### config.mk
export PLATFORM = sky130hd
export DESIGN_NAME = mul_arb
export DESIGN_NICKNAME = d
export VERILOG_FILES = /design/src/rtl/mul_arb_pkg.sv /design/src/rtl/mul_arb_wallace.sv /design/src/rtl/mul_arb.sv
export SDC_FILE = /design/constraint.sdc
export NUM_CORES = 1
export LEC_CHECK = 0
export ABC_AREA = 0
export ABC_CLOCK_PERIOD_IN_PS = 7800
export BUFFER_PORTS_ARGS = -buffer_cell sky130_fd_sc_hd__clkbuf_2
export CORE_MARGIN = 4
export CORE_UTILIZATION = 38
export CTS_BUF_LIST = sky130_fd_sc_hd__clkbuf_4
export CTS_CLUSTER_DIAMETER = 80
export CTS_CLUSTER_SIZE = 20
export DETAILED_ROUTE_END_ITERATION = 6
export GPL_TIMING_DRIVEN = 0
export PLACE_DENSITY = 0.61
export SETUP_SLACK_MARGIN = 0.3
export SLEW_MARGIN = 20
export SYNTH_ARGS = -nofsm -noshare
export SYNTH_HDL_FRONTEND = slang
export SYNTH_SLANG_ARGS = --single-unit
### constraint.sdc
create_clock -name clk -period 7.8 [get_ports clk]
set_input_delay 1.17 -clock clk [delete_from_list [all_inputs] [get_ports clk]]
set_output_delay 1.17 -clock clk [all_outputs]
set_load 0.1 [all_outputs]
### src/rtl/mul_arb_pkg.sv
`default_nettype none
// ============================================================================
// Module      : mul_arb_pkg
// Description : Shared types and helpers for the mul_arb multiplier arbiter.
//               Operand/result widths, the S1 payload {id, a, b}, the S2
//               payload {id, z} and the round-robin pick function.
// Revision    : 1.0 - initial release
// ============================================================================
package mul_arb_pkg;

    localparam int OPW      = 4;   // operand width
    localparam int ZW       = 8;   // product width
    localparam int NREQ_MAX = 8;   // largest supported requester count
    localparam int ID_MAXW  = 3;   // id width able to hold any index < NREQ_MAX

    typedef struct packed {
        logic [ID_MAXW-1:0] id;
        logic [OPW-1:0]     a;
        logic [OPW-1:0]     b;
    } s1_t;

    typedef struct packed {
        logic [ID_MAXW-1:0] id;
        logic [ZW-1:0]      z;
    } s2_t;

    typedef struct packed {
        logic               found;
        logic [ID_MAXW-1:0] idx;
    } pick_t;

    // Search starts one past 'last' and wraps at nreq; the first asserted
    // valid bit wins. Bits at or above nreq are never considered.
    function automatic pick_t rr_pick(input logic [NREQ_MAX-1:0] valid,
                                      input logic [ID_MAXW-1:0]  last,
                                      input int                  nreq);
        pick_t p;
        int    idx;
        p = '0;
        for (int i = 1; i <= NREQ_MAX; i++) begin
            idx = (int'(last) + i) % nreq;
            if (i <= nreq && !p.found && valid[idx]) begin
                p.found = 1'b1;
                p.idx   = ID_MAXW'(idx);
            end
        end
        return p;
    endfunction

endpackage : mul_arb_pkg
`default_nettype wire

### src/rtl/mul_arb_wallace.sv
`default_nettype none
// ============================================================================
// Module      : wallace_tree_multiplier
// Description : Combinational 4x4 multiplier, signed multiplicand times
//               unsigned multiplier, 8-bit result. Partial products are
//               reduced with two carry-save (3:2) layers and one final adder.
// Ports       : a (signed OPW), b (unsigned OPW), z (ZW product)
// Revision    : 1.0 - initial release
// ============================================================================
module wallace_tree_multiplier
    import mul_arb_pkg::*;
(
    input  logic [OPW-1:0] a,
    input  logic [OPW-1:0] b,
    output logic [ZW-1:0]  z
);

    logic [ZW-1:0] w_a_ext;
    logic [ZW-1:0] w_pp [OPW];
    logic [ZW-1:0] w_s1, w_c1, w_s2, w_c2;

    // Sign-extending a up front makes every partial product correct modulo
    // 2**ZW, so no correction term is needed for the signed operand.
    assign w_a_ext = {{(ZW-OPW){a[OPW-1]}}, a};

    generate
        for (genvar j = 0; j < OPW; j++) begin : g_pp
            assign w_pp[j] = b[j] ? (w_a_ext << j) : '0;
        end
    endgenerate

    assign w_s1 = w_pp[0] ^ w_pp[1] ^ w_pp[2];
    assign w_c1 = ((w_pp[0] & w_pp[1]) | (w_pp[0] & w_pp[2]) | (w_pp[1] & w_pp[2])) << 1;
    assign w_s2 = w_s1 ^ w_c1 ^ w_pp[3];
    assign w_c2 = ((w_s1 & w_c1) | (w_s1 & w_pp[3]) | (w_c1 & w_pp[3])) << 1;
    assign z    = w_s2 + w_c2;

endmodule : wallace_tree_multiplier
`default_nettype wire

### src/rtl/mul_arb.sv
`default_nettype none
// ============================================================================
// Module      : mul_arb
// Description : Round-robin arbiter feeding a two-stage multiply pipeline.
//               S1 holds {id, a, b}; the multiplier works on S1; S2 holds
//               {id, z} and drives the response port.
// Ports       : clk, rst_n (async, active low)
//               req_valid/req_ready [NREQ], req_a/req_b [4*NREQ]
//               rsp_valid, rsp_ready, rsp_id [IDW], rsp_z [8]
// Config      : MUL_ARB_PRIO_EN - requester 0 has absolute priority; others
//               share round-robin. Undefined: pure round-robin.
// Revision    : 1.0 - initial release
// ============================================================================
module mul_arb
    import mul_arb_pkg::*;
#(
    parameter int NREQ = 4,
    parameter int IDW  = 3
) (
    input  logic              clk,
    input  logic              rst_n,
    input  logic [NREQ-1:0]   req_valid,
    output logic [NREQ-1:0]   req_ready,
    input  logic [4*NREQ-1:0] req_a,
    input  logic [4*NREQ-1:0] req_b,
    output logic              rsp_valid,
    input  logic              rsp_ready,
    output logic [IDW-1:0]    rsp_id,
    output logic [7:0]        rsp_z
);

    localparam logic [ID_MAXW-1:0] C_PTR_RST = ID_MAXW'(NREQ - 1);

    logic               r_s1_valid;
    s1_t                r_s1;
    logic               r_s2_valid;
    s2_t                r_s2;
    logic [ID_MAXW-1:0] r_ptr;

    logic               w_s2_ready;
    logic               w_s1_ready;
    logic [NREQ_MAX-1:0] w_valid_ext;
    pick_t              w_pick;
    logic               w_upd_ptr;
    logic               w_grant;
    s1_t                w_s1_next;
    logic [ZW-1:0]      w_z;

    // S2 frees when empty or draining; S1 frees when empty or moving to S2.
    // rst_n gating keeps req_ready low while reset is held.
    assign w_s2_ready  = !r_s2_valid || rsp_ready;
    assign w_s1_ready  = (!r_s1_valid || w_s2_ready) && rst_n;
    assign w_valid_ext = NREQ_MAX'(req_valid);

    always_comb begin
        w_pick    = '0;
        w_upd_ptr = 1'b1;
`ifdef MUL_ARB_PRIO_EN
        if (req_valid[0]) begin
            w_pick.found = 1'b1;
            w_pick.idx   = '0;
            w_upd_ptr    = 1'b0;
        end else begin
            w_pick = rr_pick(w_valid_ext & ~NREQ_MAX'(1), r_ptr, NREQ);
        end
`else
        w_pick = rr_pick(w_valid_ext, r_ptr, NREQ);
`endif
    end

    assign w_grant   = w_pick.found && w_s1_ready;
    assign req_ready = w_grant ? (NREQ'(1) << w_pick.idx) : '0;

    always_comb begin
        w_s1_next    = '0;
        w_s1_next.id = w_pick.idx;
        w_s1_next.a  = req_a[OPW*int'(w_pick.idx) +: OPW];
        w_s1_next.b  = req_b[OPW*int'(w_pick.idx) +: OPW];
    end

    wallace_tree_multiplier u_mult (
        .a (r_s1.a),
        .b (r_s1.b),
        .z (w_z)
    );

    always_ff @(posedge clk or negedge rst_n) begin
        if (!rst_n) begin
            r_s1_valid <= 1'b0;
            r_s1       <= '0;
            r_s2_valid <= 1'b0;
            r_s2       <= '0;
            r_ptr      <= C_PTR_RST;
        end else begin
            if (w_s2_ready) begin
                r_s2_valid <= r_s1_valid;
                if (r_s1_valid) begin
                    r_s2.id <= r_s1.id;
                    r_s2.z  <= w_z;
                end
            end
            if (w_s1_ready) begin
                r_s1_valid <= w_grant;
                if (w_grant) begin
                    r_s1 <= w_s1_next;
                end
            end
            if (w_grant && w_upd_ptr) begin
                r_ptr <= w_pick.idx;
            end
        end
    end

    assign rsp_valid = r_s2_valid;
    assign rsp_id    = IDW'(r_s2.id);
    assign rsp_z     = r_s2.z;

endmodule : mul_arb
`default_nettype wire

==> flow_summary.yaml <==
status:
  status: "completed"
synth:
  synth.avg_cell_area_um2: 9.80
  ys_seq_area_share_pct: 36.0
  syn_inst: 171
  synth_fp_nets: 224
  ys_ff_latch: 24
  synth_cell_types: 30
  ys.warnings.count: 0
  netlist_area_um2: 1680
cts:
  ctsLongestPathBuffers: 2
  cts_buffers: 3
  root_buffer: "clkbuf_4"
  h-tree-depth: 1
  clk_latency_ns: 0.32
  cts_tree: "built"
  clk_pin_slew_ns: 0.13
  cts_sinks: 24
  cts_resized: 0
  holdBufCountCts: 0
  postCtsSetupBuffers: 0
sta:
  min_period_over_period_pct: 56.8
  max_slew_margin_pct: 51.8
  drv_slew: 0
  max_freq_mhz: 226
  final.setup.worst_slack_ns: 3.37
  final.min_clock_period_ns: 4.43
  finalSetupViolations: 0
  finClkSkew_ns: 0.00983
  finalHoldViolations: 0
  rsz0062_at_grt: "false"
  tightestPinTransition_ns: 0.718
  setup_tns_ns: 0
place:
  placed_cells: 274
  gp_congestion: 0.736
  dpl_worst_slack_ns: 3.33
  dp_hpwl_um: 2750
  io_buffers: 53
floorplan:
  die_w_um: 74.4
  pin_count: 55
  start_util_pct: 40.4
  dieArea_um2: 5540
  dieHeight_um: 74.4
  core_um2: 4140
  rows: 23
worst_hold_path:
  hold_start: "rsp_z[4]"
  min_to: "rsp_z[4]"
  hp-class: "reg2reg"
  min_path_cells: 2
layout:
  drive_above_1_share_pct: 28.9
  num-fill-cells: 420
  nets: 282
  num_antenna_cells: 0
  final-instance-count-excl-fill: 278
  syn_to_final_growth_pct: 22.7
  fin_util_pct: 49.6
critical_path:
  crit_type: "in2out"
  rr_startpoint: "r_s1[6]"
  regToRegSetupSlack_ns: 4.96
  path_common_cell: "clkbuf_2"
  path_buf_inv: 2
  max_stage_delay_ns: 0.49
  path_cells: "clkbuf_2, o41ai_2, a21oi_1, o21ai_1, nor2_1, clkbuf_2"
  crit_required_ns: 6.63
  cp_top_family: "buffers and inverters"
  worstPathArrival_ns: 3.26
  end_kind: "primary output"
  crit_path_start_kind: "primary input"
  r2r.worst_path.cells: 11
  path_max_fanout: 26
  rr_endpoint: "rsp_z[7]"
  cpMaxStageDelayCell: "clkbuf_2"
power:
  p_leak_uw: 0.00110
  p_per_area_nw_per_um2: 394
  peakVddDrop_uv: 141
route:
  final_antenna_net_count: 0
  routed_wl_um: 3300
  wl_per_cell_um: 11.9
  vias: 1327
  first_iter_violations: 27
  route.detailed.drc: 0
  viasPerCell: 4.77
  dr.pass1.iters: 4
flow_run:
  maxCapViolations: 0
grt:
  grt_pass1_vias: 1325
  antenna_found_initial: 0
  grt.busiest_layer: "met1"
  grt_pass1_wl_um: 5950
  grt_max_degree: 27
  grtUsageTotal_pct: 13.6
  overflow: 0
  use_met3_pct: 2.57
  grt_use_met1_pct: 20.3
  use_met2_pct: 19.9
final cells by class:
type	instances	area, um^2	share of cell area (%)
well taps	50	62.6	3.04
multi-input cells	132	997	48.5
clock inverters	1	30.0	1.46
clock buffers	3	22.5	1.10
inverters	10	37.5	1.83
plain buffers	5	37.5	1.83
repair buffers	53	265	12.9
flip-flops and latches	24	603	29.3
worst max path at each step:
stage / start / to / slack [ns] / cells past startpoint
2_1_floorplan: req_valid[2] / req_ready[2] / 3.43 / 5
3_3_place_gp: rst_n / req_ready[0] / 3.34 / 6
3_5_place_dp: rst_n / req_ready[0] / 3.33 / 6
4_1_cts: rst_n / req_ready[0] / 3.33 / 6
5_1_grt: rst_n / req_ready[0] / 3.08 / 6
6_report: rst_n / req_ready[0] / 3.37 / 6
per-layer routing:
layer | wire, um | vias up
met5 | 0 | -
met4 | 22 | 0
met3 | 255 | 2
met2 | 1370 | 49
met1 | 1650 | 579
li1 | - | 697
layout by cell type, fill, tap and decap left out, types with 2 or more instances in the layout:
cell type	count
a21o_1	5
a21oi_1	7
and2_1	9
buf_6	2
clkbuf_1	2
clkbuf_2	53
clkbuf_4	3
dfrtp_1	22
dfstp_2	2
fa_1	7
ha_1	7
inv_1	9
mux2_1	5
mux2i_1	16
nand2_1	30
nand2b_1	4
nor2_1	8
nor2b_1	3
o21ai_0	6
o21ai_1	3
o221ai_1	8
xnor2_1	5
xor2_1	2
worst reg2reg max path, stage by stage, from the launching register on:
cell and delay (ns):
dfrtp_1 0.47, and2_1 0.21, fa_1 0.45, fa_1 0.52, ha_1 0.16, inv_1 0.05
fa_1 0.40, inv_1 0.07, a21o_1 0.11, a21oi_1 0.07, xnor2_1 0.17, o21ai_1 0.07
cell usage after synthesis:
| cell | instances | share of area (%) |
|---|---|---|
| o41ai_2 | 1 | 0.97 |
| dfrtp_1 | 22 | 33 |
| a31oi_1 | 1 | 0.37 |
| inv_1 | 9 | 2.0 |
| a21oi_1 | 7 | 2.1 |
| ha_1 | 7 | 5.2 |
| o22ai_1 | 1 | 0.37 |
| nand2b_1 | 4 | 1.5 |
| nor2b_1 | 3 | 1.1 |
| o221ai_1 | 8 | 4.2 |
| clkbuf_1 | 2 | 0.45 |
| xor2_1 | 2 | 1.0 |
| nand3_2 | 1 | 0.60 |
| mux2i_1 | 16 | 9.6 |
| fa_1 | 7 | 8.4 |
| and2_1 | 9 | 3.4 |
| nand2_1 | 30 | 6.7 |
| buf_4 | 1 | 0.45 |
| mux2_1 | 5 | 3.4 |
| conb_1 | 1 | 0.22 |
| nor2_1 | 8 | 1.8 |
| o21ai_1 | 3 | 0.90 |
| o21a_1 | 1 | 0.45 |
| buf_6 | 2 | 1.3 |
| or3_4 | 1 | 0.67 |
| a21o_1 | 5 | 2.2 |
| dfstp_2 | 2 | 3.1 |
| xnor2_1 | 5 | 2.6 |
| inv_2 | 1 | 0.22 |
| o21ai_0 | 6 | 1.8 |
flip-flops by register name, indices dropped and copies added, names as in the netlist:
name,flops
r_ptr,2
r_s1,10
r_s1_valid,1
rsp_id,2
rsp_valid,1
rsp_z,8
power by group:
group	switching, uW	internal, uW
Sequential	38.9	173
Clock	37.6	51.9
Combinational	349	158
metrics by stage:
stage / power (uW) / cell area [um^2] / hold slack, ns
finish: 809 / 2060 / 0.491
global route: 880 / 2060 / 0.526
CTS: 821 / 2060 / 0.495
detailed placement: 728 / 2000 / 0.470
global placement: 723 / 2000 / 0.460
floorplan: 634 / 1680 / 0.439
logic make-up (layout without fill, tap and decap cells):
logic type      count (synthesis)  after routing  synth area share (%)
simple gates                   56             56                  15.8
other cells                     1              1                 0.224
compound gates                 33             33                  13.4
fa+ha+maj                      14             14                  13.6
xor+xnor                        7              7                  3.66
buf+inv                        15             72                  4.48
mux                            21             21                  12.9
flops                          24             24                  36.0
(Power assumes the default switching activity.)
